===== src/rtl/matmul_engine_if.sv =====
// Memory-port bundle for matmul_engine (engine is master, memory is slave).
//
// Handshake: the master raises req with we/addr/wdata and holds all of them
// stable until the slave answers with ack in the same cycle; a transfer
// completes on every cycle where req && ack, and read data on rdata is valid
// only on that cycle. ack while req is low carries no meaning. The master may
// present the next request in the cycle directly after an ack.
interface matmul_engine_if #(
    parameter int DATA_W = 32,
    parameter int ADDR_W = 32
) ();
    logic              req;
    logic              we;
    logic [ADDR_W-1:0] addr;
    logic [DATA_W-1:0] wdata;
    logic              ack;
    logic [DATA_W-1:0] rdata;

    modport master (output req, output we, output addr, output wdata,
                    input  ack, input  rdata);
    modport slave  (input  req, input  we, input  addr, input  wdata,
                    output ack, output rdata);
endinterface


===== src/rtl/matmul_engine.sv =====
// matmul_engine: memory-mapped matrix multiplier, C = A*B or C = C + A*B.
// Reads a 4-word header (width_a, height_a, width_b, height_b) at address 0,
// A follows at 4 row-major, then B, then C. Signed DATA_W operands are
// accumulated at ACC_W bits (wrapping) with k as the innermost loop.
// Optional build macro MATMUL_SAT_EN: clamp results to the DATA_W signed
// range on write; when undefined the low DATA_W bits are written.
// Assumes DATA_W >= $clog2(MAX_DIM+1) so a legal dimension fits one word.
module matmul_engine #(
    parameter int DATA_W  = 32,
    parameter int ADDR_W  = 32,
    parameter int ACC_W   = 72,
    parameter int MAX_DIM = 256
) (
    input  logic               clk,
    input  logic               reset_n,
    input  logic               start,
    input  logic               mode_acc,
    matmul_engine_if.master    mem,
    output logic               busy,
    output logic               done,
    output logic               error,
    output logic [3:0]         state_dbg
);

    localparam int DIM_W = $clog2(MAX_DIM + 1);
    localparam int CMP_W = (DATA_W > 32) ? DATA_W + 1 : 33;

    localparam logic [3:0] S_IDLE  = 4'd0;
    localparam logic [3:0] S_HDR   = 4'd1;
    localparam logic [3:0] S_CHECK = 4'd2;
    localparam logic [3:0] S_LD_C  = 4'd3;
    localparam logic [3:0] S_LD_A  = 4'd4;
    localparam logic [3:0] S_LD_B  = 4'd5;
    localparam logic [3:0] S_MAC   = 4'd6;
    localparam logic [3:0] S_WR    = 4'd7;
    localparam logic [3:0] S_FIN   = 4'd8;

    localparam logic [ADDR_W-1:0] A_BASE = ADDR_W'(4);

`ifdef MATMUL_SAT_EN
    localparam logic signed [ACC_W-1:0] SAT_MAX =
        {{(ACC_W-DATA_W+1){1'b0}}, {(DATA_W-1){1'b1}}};
    localparam logic signed [ACC_W-1:0] SAT_MIN = ~SAT_MAX;
`endif

    logic [3:0]        state;
    logic [1:0]        hdr_idx;
    logic [DATA_W-1:0] hdr [4];
    logic              mode_q;
    logic [DIM_W-1:0]  i, j, k;
    logic [ACC_W-1:0]  acc;
    logic [DATA_W-1:0] a_q, b_q;

    logic [DIM_W-1:0]  wa, ha, wb, hb;
    logic              hdr_bad;
    logic [ADDR_W-1:0] b_base, c_base;
    logic signed [2*DATA_W-1:0] prod;
    logic [ACC_W-1:0]  prod_ext, acc_sum, c_ext;
    logic              last_k, last_j, last_elem;
    logic [DIM_W-1:0]  nxt_i, nxt_j, el_i, el_j;
    logic [ADDR_W-1:0] el_addr;
    logic [3:0]        el_state;

    // A header word is illegal when zero or larger than MAX_DIM (unsigned).
    function automatic logic dim_bad(input logic [DATA_W-1:0] d);
        return (d == '0) || (CMP_W'(d) > CMP_W'(MAX_DIM));
    endfunction

    // Row-major element address, wrapping at ADDR_W.
    function automatic logic [ADDR_W-1:0] elem_addr(input logic [ADDR_W-1:0] base,
                                                    input logic [DIM_W-1:0]  row,
                                                    input logic [DIM_W-1:0]  ncols,
                                                    input logic [DIM_W-1:0]  col);
        return base + ADDR_W'(row) * ADDR_W'(ncols) + ADDR_W'(col);
    endfunction

    // Narrow the accumulator to a result word.
    function automatic logic [DATA_W-1:0] fmt(input logic [ACC_W-1:0] a);
`ifdef MATMUL_SAT_EN
        if ($signed(a) > SAT_MAX) return SAT_MAX[DATA_W-1:0];
        if ($signed(a) < SAT_MIN) return SAT_MIN[DATA_W-1:0];
        return a[DATA_W-1:0];
`else
        return a[DATA_W-1:0];
`endif
    endfunction

    assign wa = hdr[0][DIM_W-1:0];
    assign ha = hdr[1][DIM_W-1:0];
    assign wb = hdr[2][DIM_W-1:0];
    assign hb = hdr[3][DIM_W-1:0];

    assign state_dbg = state;

    // Header validation, matrix bases, MAC datapath and loop-advance decode.
    always_comb begin
        hdr_bad  = dim_bad(hdr[0]) || dim_bad(hdr[1]) || dim_bad(hdr[2]) ||
                   dim_bad(hdr[3]) || (hdr[0] != hdr[3]);
        b_base   = A_BASE + ADDR_W'(ha) * ADDR_W'(wa);
        c_base   = b_base + ADDR_W'(hb) * ADDR_W'(wb);

        prod     = $signed(a_q) * $signed(b_q);
        prod_ext = ACC_W'(prod);
        acc_sum  = acc + prod_ext;
        c_ext    = ACC_W'($signed(mem.rdata));

        last_k    = (k == wa - DIM_W'(1));
        last_j    = (j == wb - DIM_W'(1));
        last_elem = last_j && (i == ha - DIM_W'(1));
        nxt_j     = last_j ? '0 : j + DIM_W'(1);
        nxt_i     = last_j ? i + DIM_W'(1) : i;

        // First request of the next output element (from CHECK: element 0,0).
        el_i     = (state == S_CHECK) ? '0 : nxt_i;
        el_j     = (state == S_CHECK) ? '0 : nxt_j;
        el_state = mode_q ? S_LD_C : S_LD_A;
        el_addr  = mode_q ? elem_addr(c_base, el_i, wb, el_j)
                          : elem_addr(A_BASE, el_i, wa, '0);
    end

    // Job sequencer: header fetch, check, per-element load/MAC/write loop.
    always_ff @(posedge clk or negedge reset_n) begin
        if (!reset_n) begin
            state     <= S_IDLE;
            hdr_idx   <= '0;
            for (int n = 0; n < 4; n++) hdr[n] <= '0;
            mode_q    <= 1'b0;
            i         <= '0;
            j         <= '0;
            k         <= '0;
            acc       <= '0;
            a_q       <= '0;
            b_q       <= '0;
            mem.req   <= 1'b0;
            mem.we    <= 1'b0;
            mem.addr  <= '0;
            mem.wdata <= '0;
            busy      <= 1'b0;
            done      <= 1'b0;
            error     <= 1'b0;
        end else begin
            done <= 1'b0;
            case (state)
                S_IDLE: begin
                    if (start) begin
                        state    <= S_HDR;
                        mode_q   <= mode_acc;
                        error    <= 1'b0;
                        busy     <= 1'b1;
                        i        <= '0;
                        j        <= '0;
                        k        <= '0;
                        hdr_idx  <= '0;
                        mem.req  <= 1'b1;
                        mem.we   <= 1'b0;
                        mem.addr <= '0;
                    end
                end
                S_HDR: begin
                    if (mem.ack) begin
                        hdr[hdr_idx] <= mem.rdata;
                        if (hdr_idx == 2'd3) begin
                            mem.req <= 1'b0;
                            state   <= S_CHECK;
                        end else begin
                            hdr_idx  <= hdr_idx + 2'd1;
                            mem.addr <= mem.addr + ADDR_W'(1);
                        end
                    end
                end
                S_CHECK: begin
                    if (hdr_bad) begin
                        error <= 1'b1;
                        done  <= 1'b1;
                        busy  <= 1'b0;
                        state <= S_FIN;
                    end else begin
                        acc      <= '0;
                        state    <= el_state;
                        mem.req  <= 1'b1;
                        mem.we   <= 1'b0;
                        mem.addr <= el_addr;
                    end
                end
                S_LD_C: begin
                    if (mem.ack) begin
                        acc      <= c_ext;
                        state    <= S_LD_A;
                        mem.addr <= elem_addr(A_BASE, i, wa, '0);
                    end
                end
                S_LD_A: begin
                    if (mem.ack) begin
                        a_q      <= mem.rdata;
                        state    <= S_LD_B;
                        mem.addr <= elem_addr(b_base, k, wb, j);
                    end
                end
                S_LD_B: begin
                    if (mem.ack) begin
                        b_q     <= mem.rdata;
                        mem.req <= 1'b0;
                        state   <= S_MAC;
                    end
                end
                S_MAC: begin
                    acc     <= acc_sum;
                    mem.req <= 1'b1;
                    if (last_k) begin
                        k         <= '0;
                        state     <= S_WR;
                        mem.we    <= 1'b1;
                        mem.addr  <= elem_addr(c_base, i, wb, j);
                        mem.wdata <= fmt(acc_sum);
                    end else begin
                        k        <= k + DIM_W'(1);
                        state    <= S_LD_A;
                        mem.addr <= elem_addr(A_BASE, i, wa, k + DIM_W'(1));
                    end
                end
                S_WR: begin
                    if (mem.ack) begin
                        mem.we <= 1'b0;
                        if (last_elem) begin
                            mem.req <= 1'b0;
                            done    <= 1'b1;
                            busy    <= 1'b0;
                            state   <= S_FIN;
                        end else begin
                            i        <= nxt_i;
                            j        <= nxt_j;
                            acc      <= '0;
                            state    <= el_state;
                            mem.addr <= el_addr;
                        end
                    end
                end
                S_FIN: begin
                    state <= S_IDLE;
                end
                default: begin
                    state <= S_IDLE;
                end
            endcase
        end
    end

endmodule

===== src/flat_wrapper.sv =====
// flat-port wrapper written by rule: the top's interface ports become plain ports
module matmul_engine_flat 
#(
    parameter int DATA_W  = 32,
    parameter int ADDR_W  = 32,
    parameter int ACC_W   = 72,
    parameter int MAX_DIM = 256
)
  (clk, reset_n, start, mode_acc, busy, done, error, state_dbg, mem_req, mem_we, mem_addr, mem_wdata, mem_ack, mem_rdata);
  matmul_engine_if #(.DATA_W(DATA_W), .ADDR_W(ADDR_W)) mem_i ();
  input  logic clk;
  input  logic reset_n;
  input  logic start;
  input  logic mode_acc;
  output logic busy;
  output logic done;
  output logic error;
  output logic [3:0] state_dbg;
  output wire logic [$bits(mem_i.req)-1:0] mem_req;
  output wire logic [$bits(mem_i.we)-1:0] mem_we;
  output wire logic [$bits(mem_i.addr)-1:0] mem_addr;
  output wire logic [$bits(mem_i.wdata)-1:0] mem_wdata;
  input wire logic [$bits(mem_i.ack)-1:0] mem_ack;
  input wire logic [$bits(mem_i.rdata)-1:0] mem_rdata;
  assign mem_req = mem_i.req;
  assign mem_we = mem_i.we;
  assign mem_addr = mem_i.addr;
  assign mem_wdata = mem_i.wdata;
  assign mem_i.ack = mem_ack;
  assign mem_i.rdata = mem_rdata;
  matmul_engine #(.DATA_W(DATA_W), .ADDR_W(ADDR_W), .ACC_W(ACC_W), .MAX_DIM(MAX_DIM)) u_core (.clk(clk), .reset_n(reset_n), .start(start), .mode_acc(mode_acc), .mem(mem_i), .busy(busy), .done(done), .error(error), .state_dbg(state_dbg));
endmodule

===== config.mk =====
export PLATFORM = sky130hd
export DESIGN_NAME = matmul_engine_flat
export DESIGN_NICKNAME = d
export VERILOG_FILES = /design/src/rtl/matmul_engine_if.sv /design/src/rtl/matmul_engine.sv /design/src/flat_wrapper.sv
export SDC_FILE = /design/constraint.sdc
export NUM_CORES = 2
export LEC_CHECK = 0
export CAP_MARGIN = 10
export CORE_AREA = 3 3 378 380
export CTS_BUF_LIST = sky130_fd_sc_hd__clkbuf_4 sky130_fd_sc_hd__clkbuf_8
export DETAILED_ROUTE_END_ITERATION = 16
export DIE_AREA = 0 0 381 383
export GPL_TIMING_DRIVEN = 1
export HOLD_SLACK_MARGIN = 0.08
export PLACE_DENSITY = 0.63
export SLEW_MARGIN = 20
export SYNTH_ARGS = -nofsm -noshare
export SYNTH_HDL_FRONTEND = slang
export SYNTH_SLANG_ARGS = --single-unit
export TNS_END_PERCENT = 20

===== constraint.sdc =====
create_clock -name clk -period 19.9 [get_ports clk]
set_input_delay 1.99 -clock clk [delete_from_list [all_inputs] [get_ports clk]]
set_output_delay 1.99 -clock clk [all_outputs]
set_load 0.02 [all_outputs]

==> flow_summary_export.csv <==
group,metric,value,unit
logic_synthesis,syn_avg_cell_area,8.87,sq um
grt,grt_pass1_vias,45782,
timing,fmax,98.3,MHz
final_layout,fin_area,60200,sq um
outcome,status,"finished, final reports clean",
route,drc,0,
final_layout,synthToLayoutAreaGrowth,8.01,%
logic_synthesis,ys_seq_area_share,14.7,%
timing,worstMarginPinSlew,1.22,ns
floorplan,start_util,40.0,%
final_layout,layout_common_cells,"inv_1, nand2_1, fa_1",
floorplan,die_x,381,microns
floorplan,die_h,383,microns
worst_hold_path,holdPathEnd,"u_core.mem.wdata[11]$_DFFE_PN0P_",
clock_network,cts_setup_buffers,0,
worst_hold_path,hp-class,"reg -> reg",
logic_synthesis,synth_nets,7711,
final_layout,drive_above_1_share,7.32,%
place,routabilityCongestion,0.953,
route,drt_first_pass_iters,6,
final_layout,ff_latch_area,8190,sq um
route,ant_nets,0,
logic_synthesis,synth_seq_cells,327,
final_layout,final_nets,7665,
worst_setup_path,worstPathRequired,20.53,ns
worst_hold_path,min_path_cells,2,
logic_synthesis,synthArstFlopShare,100,%
route,routed_wl,177000,microns
route,wl_per_cell,21.7,microns
worst_setup_path,reg2reg_from,"u_core.hdr[98]$_DFFE_PN0P_",
place,dp_hpwl,136000,microns
floorplan,io_pins,110,
clock_network,cts_tree,"done",
floorplan,row_count,137,
logic_synthesis,synth_area_leaders,"fa_1, dfrtp_1, ha_1",
worst_setup_path,rr_endpoint,"u_core.mem.addr[16]$_DFFE_PN0P_",
place,io_buffers,109,
timing,fin_skew,0.0484,ns
worst_setup_path,r2r_cells,34,
floorplan,dieArea,146000,sq um
worst_setup_path,endpoint_kind,"register",
clock_network,clock_tree.root_cell,"clkbuf_8",
worst_setup_path,slowest_stage,"fa_1",
worst_setup_path,slowest_delay,0.56,ns
floorplan,core,140000,sq um
logic_synthesis,synth_cells,6288,
route,vias_per_cell,5.36,
route,drt-initial-drc-count,3169,
final_layout,multi_input_area,42000,sq um
worst_setup_path,worstSetupPathType,"reg -> reg",
clock_network,cts_buffers,69,
clock_network,cts_max_path_buffers,3,
route,vias,43806,
final_layout,nFillCells,13871,
worst_setup_path,arrival,10.80,ns
timing,finalSetupTns,0,ns
grt,antenna_found_initial,11,
grt,grt-ovfl-total,0,
worst_setup_path,start_kind,"register",
clock_network,cts_sinks,327,
logic_synthesis,yosysWarnings,0,
logic_synthesis,synth_top_area_cell,"fa_1",
timing,fin_crit,10.17,ns
timing,period_share,51.1,%
clock_network,postCtsHoldBufs,0,
logic_synthesis,ys.flop_type,"dfrtp_1",
logic_synthesis,synth_top_area_share,30.3,%
timing,drv_slew,0,
clock_network,clock_latency,0.78,ns
timing,finalSetupViolCount,0,
grt,grt_usage,24.7,%
logic_synthesis,synth_edf_count,0,
timing,max-slew-margin-rel,18.8,%
timing,hold_viol,0,
grt,grt_max_degree,148,
worst_setup_path,worst_path_most_repeated_cell,"fa_1",
place,placed_area,58700,sq um
clock_network,cts_resized,0,
timing,rsz0062_at_grt,"no",
logic_synthesis,synth_cell_types,80,
worst_setup_path,crit_fanout,34,
logic_synthesis,synth_area,55800,sq um
worst_setup_path,r2r_slack,9.73,ns
job,maxCapViolations,0,
worst_hold_path,holdCritStartpoint,"u_core.mem.wdata[11]$_DFFE_PN0P_",
final_layout,final_common_cell,"inv_1",
clock_network,clkTransAtPathRegs,0.06,ns
grt,grt_pass1_wl,278000,microns
clock_network,h-tree-depth,3,
[flip-flops by register name, summed over array words and instances (netlist names), 2 cells and up]
register / flops
u_core.acc: 32
u_core.ha: 9
u_core.mem.addr: 32
u_core.hdr: 110
u_core.b_q: 32
u_core.j: 9
u_core.mem.wdata: 32
u_core.state_dbg: 4
u_core.k: 9
u_core.hb: 9
u_core.hdr_idx: 2
u_core.a_q: 32
u_core.i: 9
[cell families after synthesis]
logic type | after synthesis | synth area share, %
compound gates | 690 | 8.02
flops | 327 | 14.7
fa+ha+maj | 1387 | 42.5
xor+xnor | 319 | 5.03
mux | 219 | 4.40
simple gates | 1842 | 15.3
buf+inv | 1504 | 10.1
[worst max path at each step]
stage	slack, ns	to	from
after floorplan	10.62	u_core.mem.addr[16]$_DFFE_PN0P_	u_core.hdr[98]$_DFFE_PN0P_
after global placement	9.80	u_core.mem.addr[16]$_DFFE_PN0P_	u_core.hdr[100]$_DFFE_PN0P_
after detailed placement	9.70	u_core.mem.addr[16]$_DFFE_PN0P_	u_core.hdr[100]$_DFFE_PN0P_
after CTS	9.68	u_core.mem.addr[16]$_DFFE_PN0P_	u_core.hdr[100]$_DFFE_PN0P_
after global routing	9.09	u_core.mem.addr[16]$_DFFE_PN0P_	u_core.ha[3]$_DFFE_PN0P_
final	9.73	u_core.mem.addr[16]$_DFFE_PN0P_	u_core.hdr[98]$_DFFE_PN0P_
[metrics by stage]
| step | util [%] | hold slack [ns] | setup WS [ns] | cells |
|---|---|---|---|---|
| 3_3_place_gp | 42.1 | 0.449 | 9.80 | 8047 |
| 6_report | 43.2 | 0.465 | 9.73 | 8179 |
| 4_1_cts | 43.2 | 0.469 | 9.68 | 8171 |
| 3_5_place_dp | 42.1 | 0.455 | 9.70 | 8047 |
| 2_1_floorplan | - | 0.480 | 10.62 | 6288 |
| 5_1_grt | 43.2 | 0.500 | 9.09 | 8174 |
[area by class of cell]
| type | count | area share [%] |
|---|---|---|
| Clock inverter | 23 | 0.382 |
| Antenna cell | 8 | 0.0332 |
| Inverter | 1207 | 7.52 |
| Tap cell | 1876 | 3.90 |
| Timing Repair Buffer | 180 | 2.71 |
| Clock buffer | 101 | 2.10 |
| Sequential cell | 327 | 13.6 |
| Multi-Input combinational cell | 4457 | 69.8 |
[worst max-delay path, delay by kind of cell, from the launching register on]
family	cells	cell delay (ns)
compound gates	11	2.41
xor+xnor	3	1.01
fa+ha+maj	11	4.97
buf+inv	7	0.85
flops	1	0.32
simple gates	2	0.47
[Yosys cell counts, types with 12 or more instances]
cell	instances
ha_1	543
nor2_1	239
nor4_1	39
clkbuf_1	278
a31oi_1	20
nand3_1	63
buf_1	15
nor3_1	77
fa_1	843
a22oi_1	31
nor2b_1	24
o31ai_1	15
and3_1	24
and2_1	349
nand4_1	24
a21oi_1	187
o211ai_1	15
a22o_1	15
o21a_1	37
o21bai_1	16
dfrtp_1	327
xnor2_1	227
nand2b_1	34
mux2_2	211
a211o_1	12
o21ai_0	155
a211oi_1	20
xor2_1	91
nand2_1	919
inv_1	1207
a21o_1	57
[metal layers]
| layer | global-route usage (%) | routed length, microns |
|---|---|---|
| met1 | 32.5 | 73900 |
| met2 | 40.4 | 82100 |
| met3 | 4.04 | 12200 |
| met4 | 10.8 | 8960 |
| met5 | 0 | 0 |
Power is left out: the tool's default activity adds up to more than one toggle a clock period on the data nets, which glitch-free logic cannot reach.
